$ cat src/rtl/sprite_blitter_if.sv
// ============================================================================
//  Module      : sprite_blitter_if
//  Description : Sprite ROM row port plus frame-buffer write port
//                (ready/valid) used by sprite_blitter.
//  Revision    : 1.0 - initial release
// ============================================================================
`default_nettype none

interface sprite_blitter_if;
    logic [4:0]        row_sel;
    logic [31:0][23:0] row_data;
    logic              fb_we;
    logic              fb_ready;
    logic [9:0]        fb_x;
    logic [8:0]        fb_y;
    logic [23:0]       fb_rgb;

    // Blitter side: addresses the ROM and issues frame-buffer writes
    modport master (
        output row_sel, fb_we, fb_x, fb_y, fb_rgb,
        input  row_data, fb_ready
    );

    // ROM / frame-buffer side
    modport slave (
        input  row_sel, fb_we, fb_x, fb_y, fb_rgb,
        output row_data, fb_ready
    );
endinterface

`default_nettype wire

$ cat src/rtl/sprite_blitter.sv
// ============================================================================
//  Module      : sprite_blitter
//  Description : Copies a 32x32 24-bit sprite, one ROM row at a time, into
//                the frame buffer at a latched screen position, skipping
//                transparent pixels. Optional screen-edge clipping is enabled
//                by defining SPRITE_BLITTER_CLIP_EN.
//  Revision    : 1.0 - initial release
// ============================================================================
`default_nettype none

module sprite_blitter #(
    parameter int          SCREEN_W    = 640,
    parameter int          SCREEN_H    = 480,
    parameter logic [23:0] TRANSPARENT = 24'd0
) (
    input  wire logic       clk,
    input  wire logic       reset,
    input  wire logic       start,
    input  wire logic [9:0] pos_x,
    input  wire logic [8:0] pos_y,
    output logic            busy,
    output logic            done,
    sprite_blitter_if.master bus
);

    localparam logic [10:0] c_screen_w = 11'(SCREEN_W);
    localparam logic [9:0]  c_screen_h = 10'(SCREEN_H);

    typedef enum logic [1:0] {
        S_IDLE  = 2'd0,
        S_FETCH = 2'd1,
        S_DRAW  = 2'd2,
        S_DONE  = 2'd3
    } state_t;

    state_t            r_state;
    logic [9:0]        r_pos_x;
    logic [8:0]        r_pos_y;
    logic [4:0]        r_row;
    logic [4:0]        r_col;
    logic [31:0][23:0] r_buf;
    logic              r_busy;
    logic              r_done;
    logic              r_fb_we;
    logic [9:0]        r_fb_x;
    logic [8:0]        r_fb_y;
    logic [23:0]       r_fb_rgb;

    // The fb outputs are registered, so the pixel for the column about to be
    // shown is evaluated one edge early: column 0 comes straight from the ROM
    // while leaving FETCH, later columns from the row buffer.
    logic        w_is_fetch;
    logic [4:0]  w_nxt_col;
    logic [4:0]  w_nxt_idx;
    logic [23:0] w_nxt_pix;
    logic [10:0] w_sum_x;
    logic [9:0]  w_sum_y;
    logic        w_clip;
    logic        w_nxt_wr;
    logic        w_advance;

    assign w_is_fetch = (r_state == S_FETCH);
    assign w_nxt_col  = w_is_fetch ? 5'd0 : (r_col + 5'd1);
    assign w_nxt_idx  = 5'd31 - w_nxt_col;
    assign w_nxt_pix  = w_is_fetch ? bus.row_data[w_nxt_idx] : r_buf[w_nxt_idx];
    assign w_sum_x    = {1'b0, r_pos_x} + {6'd0, w_nxt_col};
    assign w_sum_y    = {1'b0, r_pos_y} + {5'd0, r_row};

`ifdef SPRITE_BLITTER_CLIP_EN
    assign w_clip = (w_sum_x >= c_screen_w) || (w_sum_y >= c_screen_h);
`else
    // Caller keeps the sprite on-screen; the carry bits are simply dropped.
    logic w_unused_clip;
    assign w_clip        = 1'b0;
    assign w_unused_clip = ^{w_sum_x[10], w_sum_y[9], c_screen_w, c_screen_h};
`endif

    assign w_nxt_wr  = (w_nxt_pix != TRANSPARENT) && !w_clip;
    // A column completes when no write is pending or the pending one is taken
    assign w_advance = !r_fb_we || bus.fb_ready;

    // Blit sequencer: row fetch, per-column draw with handshake stall, done
    always_ff @(posedge clk) begin
        if (reset) begin
            r_state  <= S_IDLE;
            r_pos_x  <= '0;
            r_pos_y  <= '0;
            r_row    <= '0;
            r_col    <= '0;
            r_buf    <= '0;
            r_busy   <= 1'b0;
            r_done   <= 1'b0;
            r_fb_we  <= 1'b0;
            r_fb_x   <= '0;
            r_fb_y   <= '0;
            r_fb_rgb <= '0;
        end else begin
            case (r_state)
                S_IDLE: begin
                    r_done <= 1'b0;
                    if (start) begin
                        r_pos_x <= pos_x;
                        r_pos_y <= pos_y;
                        r_row   <= 5'd0;
                        r_busy  <= 1'b1;
                        r_state <= S_FETCH;
                    end
                end
                S_FETCH: begin
                    r_buf   <= bus.row_data;
                    r_col   <= 5'd0;
                    r_fb_we <= w_nxt_wr;
                    if (w_nxt_wr) begin
                        r_fb_x   <= w_sum_x[9:0];
                        r_fb_y   <= w_sum_y[8:0];
                        r_fb_rgb <= w_nxt_pix;
                    end
                    r_state <= S_DRAW;
                end
                S_DRAW: begin
                    if (w_advance) begin
                        if (r_col == 5'd31) begin
                            r_fb_we <= 1'b0;
                            if (r_row == 5'd31) begin
                                r_busy  <= 1'b0;
                                r_done  <= 1'b1;
                                r_state <= S_DONE;
                            end else begin
                                r_row   <= r_row + 5'd1;
                                r_state <= S_FETCH;
                            end
                        end else begin
                            r_col   <= w_nxt_col;
                            r_fb_we <= w_nxt_wr;
                            if (w_nxt_wr) begin
                                r_fb_x   <= w_sum_x[9:0];
                                r_fb_y   <= w_sum_y[8:0];
                                r_fb_rgb <= w_nxt_pix;
                            end
                        end
                    end
                end
                S_DONE: begin
                    r_done  <= 1'b0;
                    r_state <= S_IDLE;
                end
                default: r_state <= S_IDLE;
            endcase
        end
    end

    assign bus.row_sel = r_row;
    assign bus.fb_we   = r_fb_we;
    assign bus.fb_x    = r_fb_x;
    assign bus.fb_y    = r_fb_y;
    assign bus.fb_rgb  = r_fb_rgb;
    assign busy        = r_busy;
    assign done        = r_done;

endmodule

`default_nettype wire

$ cat src/flat_wrapper.sv
// flat-port wrapper written by rule: the top's interface ports become plain ports
module sprite_blitter_flat 
#(
    parameter int          SCREEN_W    = 640,
    parameter int          SCREEN_H    = 480,
    parameter logic [23:0] TRANSPARENT = 24'd0
)
  (clk, reset, start, pos_x, pos_y, busy, done, bus_row_sel, bus_fb_we, bus_fb_x, bus_fb_y, bus_fb_rgb, bus_row_data, bus_fb_ready);
  sprite_blitter_if bus_i ();
  input  wire logic clk;
  input  wire logic reset;
  input  wire logic start;
  input  wire logic [9:0] pos_x;
  input  wire logic [8:0] pos_y;
  output logic busy;
  output logic done;
  output wire logic [$bits(bus_i.row_sel)-1:0] bus_row_sel;
  output wire logic [$bits(bus_i.fb_we)-1:0] bus_fb_we;
  output wire logic [$bits(bus_i.fb_x)-1:0] bus_fb_x;
  output wire logic [$bits(bus_i.fb_y)-1:0] bus_fb_y;
  output wire logic [$bits(bus_i.fb_rgb)-1:0] bus_fb_rgb;
  input wire logic [$bits(bus_i.row_data)-1:0] bus_row_data;
  input wire logic [$bits(bus_i.fb_ready)-1:0] bus_fb_ready;
  assign bus_row_sel = bus_i.row_sel;
  assign bus_fb_we = bus_i.fb_we;
  assign bus_fb_x = bus_i.fb_x;
  assign bus_fb_y = bus_i.fb_y;
  assign bus_fb_rgb = bus_i.fb_rgb;
  assign bus_i.row_data = bus_row_data;
  assign bus_i.fb_ready = bus_fb_ready;
  sprite_blitter #(.SCREEN_W(SCREEN_W), .SCREEN_H(SCREEN_H), .TRANSPARENT(TRANSPARENT)) u_core (.clk(clk), .reset(reset), .start(start), .pos_x(pos_x), .pos_y(pos_y), .busy(busy), .done(done), .bus(bus_i));
endmodule
$ cat config.mk
export PLATFORM = sky130hd
export DESIGN_NAME = sprite_blitter_flat
export DESIGN_NICKNAME = d
export VERILOG_FILES = /design/src/rtl/sprite_blitter_if.sv /design/src/rtl/sprite_blitter.sv /design/src/flat_wrapper.sv
export SDC_FILE = /design/constraint.sdc
export NUM_CORES = 2
export LEC_CHECK = 0
export CORE_AREA = 3 3 329 331
export CTS_BUF_LIST = sky130_fd_sc_hd__clkbuf_4 sky130_fd_sc_hd__clkbuf_8
export CTS_CLUSTER_DIAMETER = 150
export DETAILED_ROUTE_END_ITERATION = 10
export DIE_AREA = 0 0 332 334
export PLACE_DENSITY = 0.67
export SLEW_MARGIN = 0
export SYNTH_ARGS = -nofsm -noshare
export SYNTH_HDL_FRONTEND = slang
export SYNTH_SLANG_ARGS = --single-unit
$ cat constraint.sdc
create_clock -name clk -period 6.16 [get_ports clk]
set_clock_uncertainty 0.2 [all_clocks]
set_input_delay 0.924 -clock clk [delete_from_list [all_inputs] [get_ports clk]]
set_output_delay 0.924 -clock clk [all_outputs]
set_load 0.005 [all_outputs]
==> key figures <==
Drt
  – Iter 0 DRT Violations: 3132
  – Routed wire length: 173000 um
  – Vias: 33485
  – Drt pass-1 iters: 7
  – Drt drc: 0
  – ANT nets after route: 0
  – WL/cell: 27.8 um
  – Routed vias/inst: 5.37

Hold path
  – Hold depth: 2
  – Hold Crit Endpoint: u_core.r_buf[757]$_SDFFE_PP0P_
  – Worst hold path class: flop to flop
  – Hold Startpoint: u_core.r_buf[757]$_SDFFE_PP0P_

Setup path
  – Crit. End Element: flop
  – Worst Path Buf+Inv: 0
  – Crit-path max FO: 29
  – Worst R2R Start: u_core.r_col[0]$_SDFFE_PP0P_
  – Kind of cell adding the most delay to the critical path: compound AO/OA/AOI/OAI gates
  – Worst EP required: 6.69 ns
  – Slowest CP cell: a21oi_4
  – Startpoint types: flop
  – Critical path arrival: 6.00 ns
  – RR Endpoint: u_core.bus.fb_rgb[5]$_SDFFE_PP0P_
  – Crit Path Category: flop to flop
  – R2R depth: 11
  – CP peak stage delay: 0.86 ns
  – R2R setup slack: 0.68 ns
  – CP cell instances: ha_4 > and2b_1 > nor2_4 > o22ai_1 > o311ai_0 > a32o_1 > a21oi_1 > and2_1 > and4_1 > a21oi_4 > mux2_2

Logic synthesis
  – Warnings, synthesis: 0
  – Synth Area in Simple Gates: 13.3%
  – Syn Area/Cell: 9.53 um2
  – Cells after synthesis: 3932
  – Top_reg_cell synth: dfxtp_1
  – Sequential area share after synthesis: 45.1%
  – Post-synthesis xor/xnor area fraction: 0.551%
  – Post-synth EDFFs: 0
  – Largest family of logic cells by synthesized area: multiplexers
  – Register bit total from synthesis: 845
  – Syn Std Cell Area: 0.0375 mm2
  – Post-synthesis mux area share: 26.6%
  – Ys async rst share: 0%
  – Post-Synth Adder-Cell Area: 0.674%
  – Compound-Gate Fraction of Synth Area: 9.49%
  – Synthesized Nets: 4742
  – Unique cell type count in the Yosys netlist: 80

Power
  – Clock Power Share: 29.6%
  – Combinational share of power: 33.5%
  – Cell Int Power: 0.0126 W
  – Lkg Pwr: 18.8 nW
  – P_sw: 0.00689 W
  – PwrDens: 387 mW/mm2
  – Reg power frac: 37.0%
  – Worst vdd ir: 0.264 mV
  – Sw Share: 35.4%

Global routing
  – Total global routing overflow: 0
  – Number of global-route vias before repair: 32181
  – Number of antenna violations at the first check in global routing: 105
  – Global-route wire length before repair: 239000 um
  – Largest net degree at the start of global routing: 209
  – Total track usage: 29.9%

Placed design
  – I/O Buffers: 841
  – Routability cong.: 0.956
  – HPWL Detailed: 131000 um

Floorplanning
  – Ports: 842
  – Die Ht: 334 um
  – CORE AREA: 0.105 mm2
  – Die width: 332 um
  – Row count: 119
  – Initial core utilization: 35.6%
  – Die area: 0.111 mm2

Clock tree
  – Hold Buf Count CTS: 0
  – Num CTS Buffers: 153
  – Clock Sinks: 845
  – Clock Tree Buf Depth: 3
  – Clk_lat worst skew: 0.87 ns
  – CTS tree: yes
  – CTS clk-pin slew, worst paths: 0.06 ns
  – CTS root buf: clkbuf_8
  – Post_cts resized: 0
  – Post-CTS setup buffer count: 0
  – Htree depth: 4

Timing
  – Count of pins over their slew limit: 0
  – RSZ-0062 raised after global routing: false
  – Max Fclk: 0.183 GHz
  – Min Tclk post-route: 5.48 ns
  – Hold_ws: 0.263 ns
  – Setup violators final: 0
  – Slew @ Worst Pin: 1.24 ns
  – Post-Route Setup TNS: 0 ns
  – Final worst-path cycle share: 88.9%
  – Slew Limit Headroom: 17.0%
  – Final hold vios: 0

Cells and area
  – Area Overhead vs Synth: 34.3%
  – Layout cells sized above 1: 9.18%
  – Nets: 5477

Job
  – Max-capacitance violation count: 0

Outcome
  – Run status: finished, final reports clean
-- cell families (layout without fill, tap and decap cells) --
family,Yosys count,count (layout)
simple gates,1221,1221
mux,950,950
flops,845,845
compound gates,522,522
buf+inv,354,1203
xor+xnor,21,21
fa+ha+maj,19,19
other cells,0,66
-- metal layers --
layer | vias to the layer above | global-route usage, % | wire (um)
met5 | - | 0 | 413
met1 | 16148 | 37.9 | 71400
met2 | 1555 | 46.7 | 78800
met3 | 345 | 9.75 | 16400
li1 | 15369 | - | -
met4 | 68 | 12.5 | 6300
-- tightest hold or removal path, delay by kind of cell, from the launching register on --
family | cells | cell delay (ns)
DFF | 1 | 0.31
and+or+nand+nor | 1 | 0.06
AOI/OAI and AO/OA | 1 | 0.05
-- worst max-delay path by stage --
stage | cells past startpoint | slack, ns | startpoint | to
final | 11 | 0.68 | u_core.r_col[0]$_SDFFE_PP0P_ | u_core.bus.fb_rgb[5]$_SDFFE_PP0P_
after global routing | 11 | 0.53 | u_core.r_col[0]$_SDFFE_PP0P_ | u_core.bus.fb_rgb[3]$_SDFFE_PP0P_
after CTS | 13 | 0.80 | u_core.r_col[0]$_SDFFE_PP0P_ | u_core.bus.fb_rgb[5]$_SDFFE_PP0P_
after detailed placement | 13 | 0.81 | u_core.r_col[0]$_SDFFE_PP0P_ | u_core.bus.fb_rgb[14]$_SDFFE_PP0P_
after global placement | 12 | 0.92 | u_core.r_col[0]$_SDFFE_PP0P_ | u_core.bus.fb_rgb[5]$_SDFFE_PP0P_
after floorplan | 15 | 2.57 | u_core.r_col[3]$_SDFFE_PP0P_ | u_core.bus.fb_y[4]$_SDFFE_PP0P_
-- flip-flops by register name (all words and copies together) (netlist names) --
register / cells
u_core.bus.fb_rgb: 24
u_core.r_pos_x: 10
u_core.r_pos_y: 9
u_core.bus.row_sel: 5
u_core.r_state: 2
u_core.bus.fb_x: 10
u_core.bus.fb_y: 9
u_core.bus.fb_we: 1
u_core.r_buf: 768
u_core.r_col: 5
u_core.done: 1
u_core.busy: 1
-- through the flow --
stage	setup slack, ns	std cells	instance area (um2)	total power (W)	util, %
after floorplan	2.57	3932	37500	0.0112	-
after global placement	0.918	5903	46900	0.0136	44.5
after detailed placement	0.810	5903	46900	0.0137	44.5
after CTS	0.798	6172	50200	0.0195	47.6
after global routing	0.531	6213	50300	0.0203	47.7
final	0.685	6238	50300	0.0195	47.7
-- layout make-up --
class | count | area, um2
Antenna cell | 66 | 165
Clock buffer | 238 | 2890
Clock inverter | 31 | 384
Fill cell | 10148 | 55100
Inverter | 34 | 134
Multi-Input combinational cell | 2733 | 19100
Sequential cell | 845 | 16900
Tap cell | 1391 | 1740
Timing Repair Buffer | 900 | 9030
-- power by group through the flow --
stage | clock (W) | combinational [W] | sequential (W)
CTS | 0.00585 | 0.00647 | 0.00718
global placement | 0 | 0.00637 | 0.00728
finish | 0.00576 | 0.00652 | 0.00721
global route | 0.00608 | 0.00693 | 0.00728
detailed placement | 0 | 0.00644 | 0.00728
floorplan | 0 | 0.00428 | 0.00696
-- synth_stat cells (all sizes together) (5+ instances only) --
cell type | number | share of area (%)
mux2i | 873 | 23
dfxtp | 845 | 45
nor2 | 808 | 8.1
nand2 | 242 | 2.4
buf | 160 | 2.3
clkbuf | 160 | 1.6
a21oi | 137 | 1.9
o21ai | 71 | 0.98
a211oi | 67 | 1.4
nor2b | 51 | 0.85
mux2 | 46 | 1.4
o22ai | 44 | 0.73
o221ai | 43 | 1.0
nor3 | 39 | 0.52
inv | 33 | 0.33
o211ai | 32 | 0.64
mux4 | 31 | 1.9
nand3 | 27 | 0.36
a31oi | 17 | 0.28
ha | 17 | 0.57
xnor2 | 16 | 0.39
a311oi | 15 | 0.37
o311ai | 13 | 0.30
a22oi | 10 | 0.20
and3 | 10 | 0.17
a221oi | 9 | 0.23
a2bb2oi | 8 | 0.19
nand2b | 8 | 0.13
nand4 | 8 | 0.13
nor3b | 8 | 0.16
a311o | 7 | 0.19
o211a | 7 | 0.19
o31ai | 6 | 0.12
a21o | 5 | 0.10
a221o | 5 | 0.13
or2 | 5 | 0.083
xor2 | 5 | 0.16
-- layout by cell type (no fill, tap or decap), types with 8 or more instances in the layout --
cell type,instances
mux2i_1,872
dfxtp_1,844
clkdlybuf4s50_1,840
nor2_1,807
nand2_1,240
clkbuf_8,176
a21oi_1,136
o21ai_0,69
diode_2,66
a211oi_1,65
clkbuf_4,62
nor2b_1,51
buf_4,46
o22ai_1,44
o221ai_1,43
mux2_2,41
nor3_1,39
o211ai_1,32
mux4_2,31
inv_1,28
nand3_1,27
a31oi_1,17
ha_1,15
a311oi_1,14
xnor2_1,14
clkinv_2,13
buf_12,13
o311ai_0,11
and3_1,10
a22oi_1,10
nand4_1,8
a2bb2oi_1,8
a221oi_1,8
nor3b_1,8
Power figures use the tool's default switching activity.
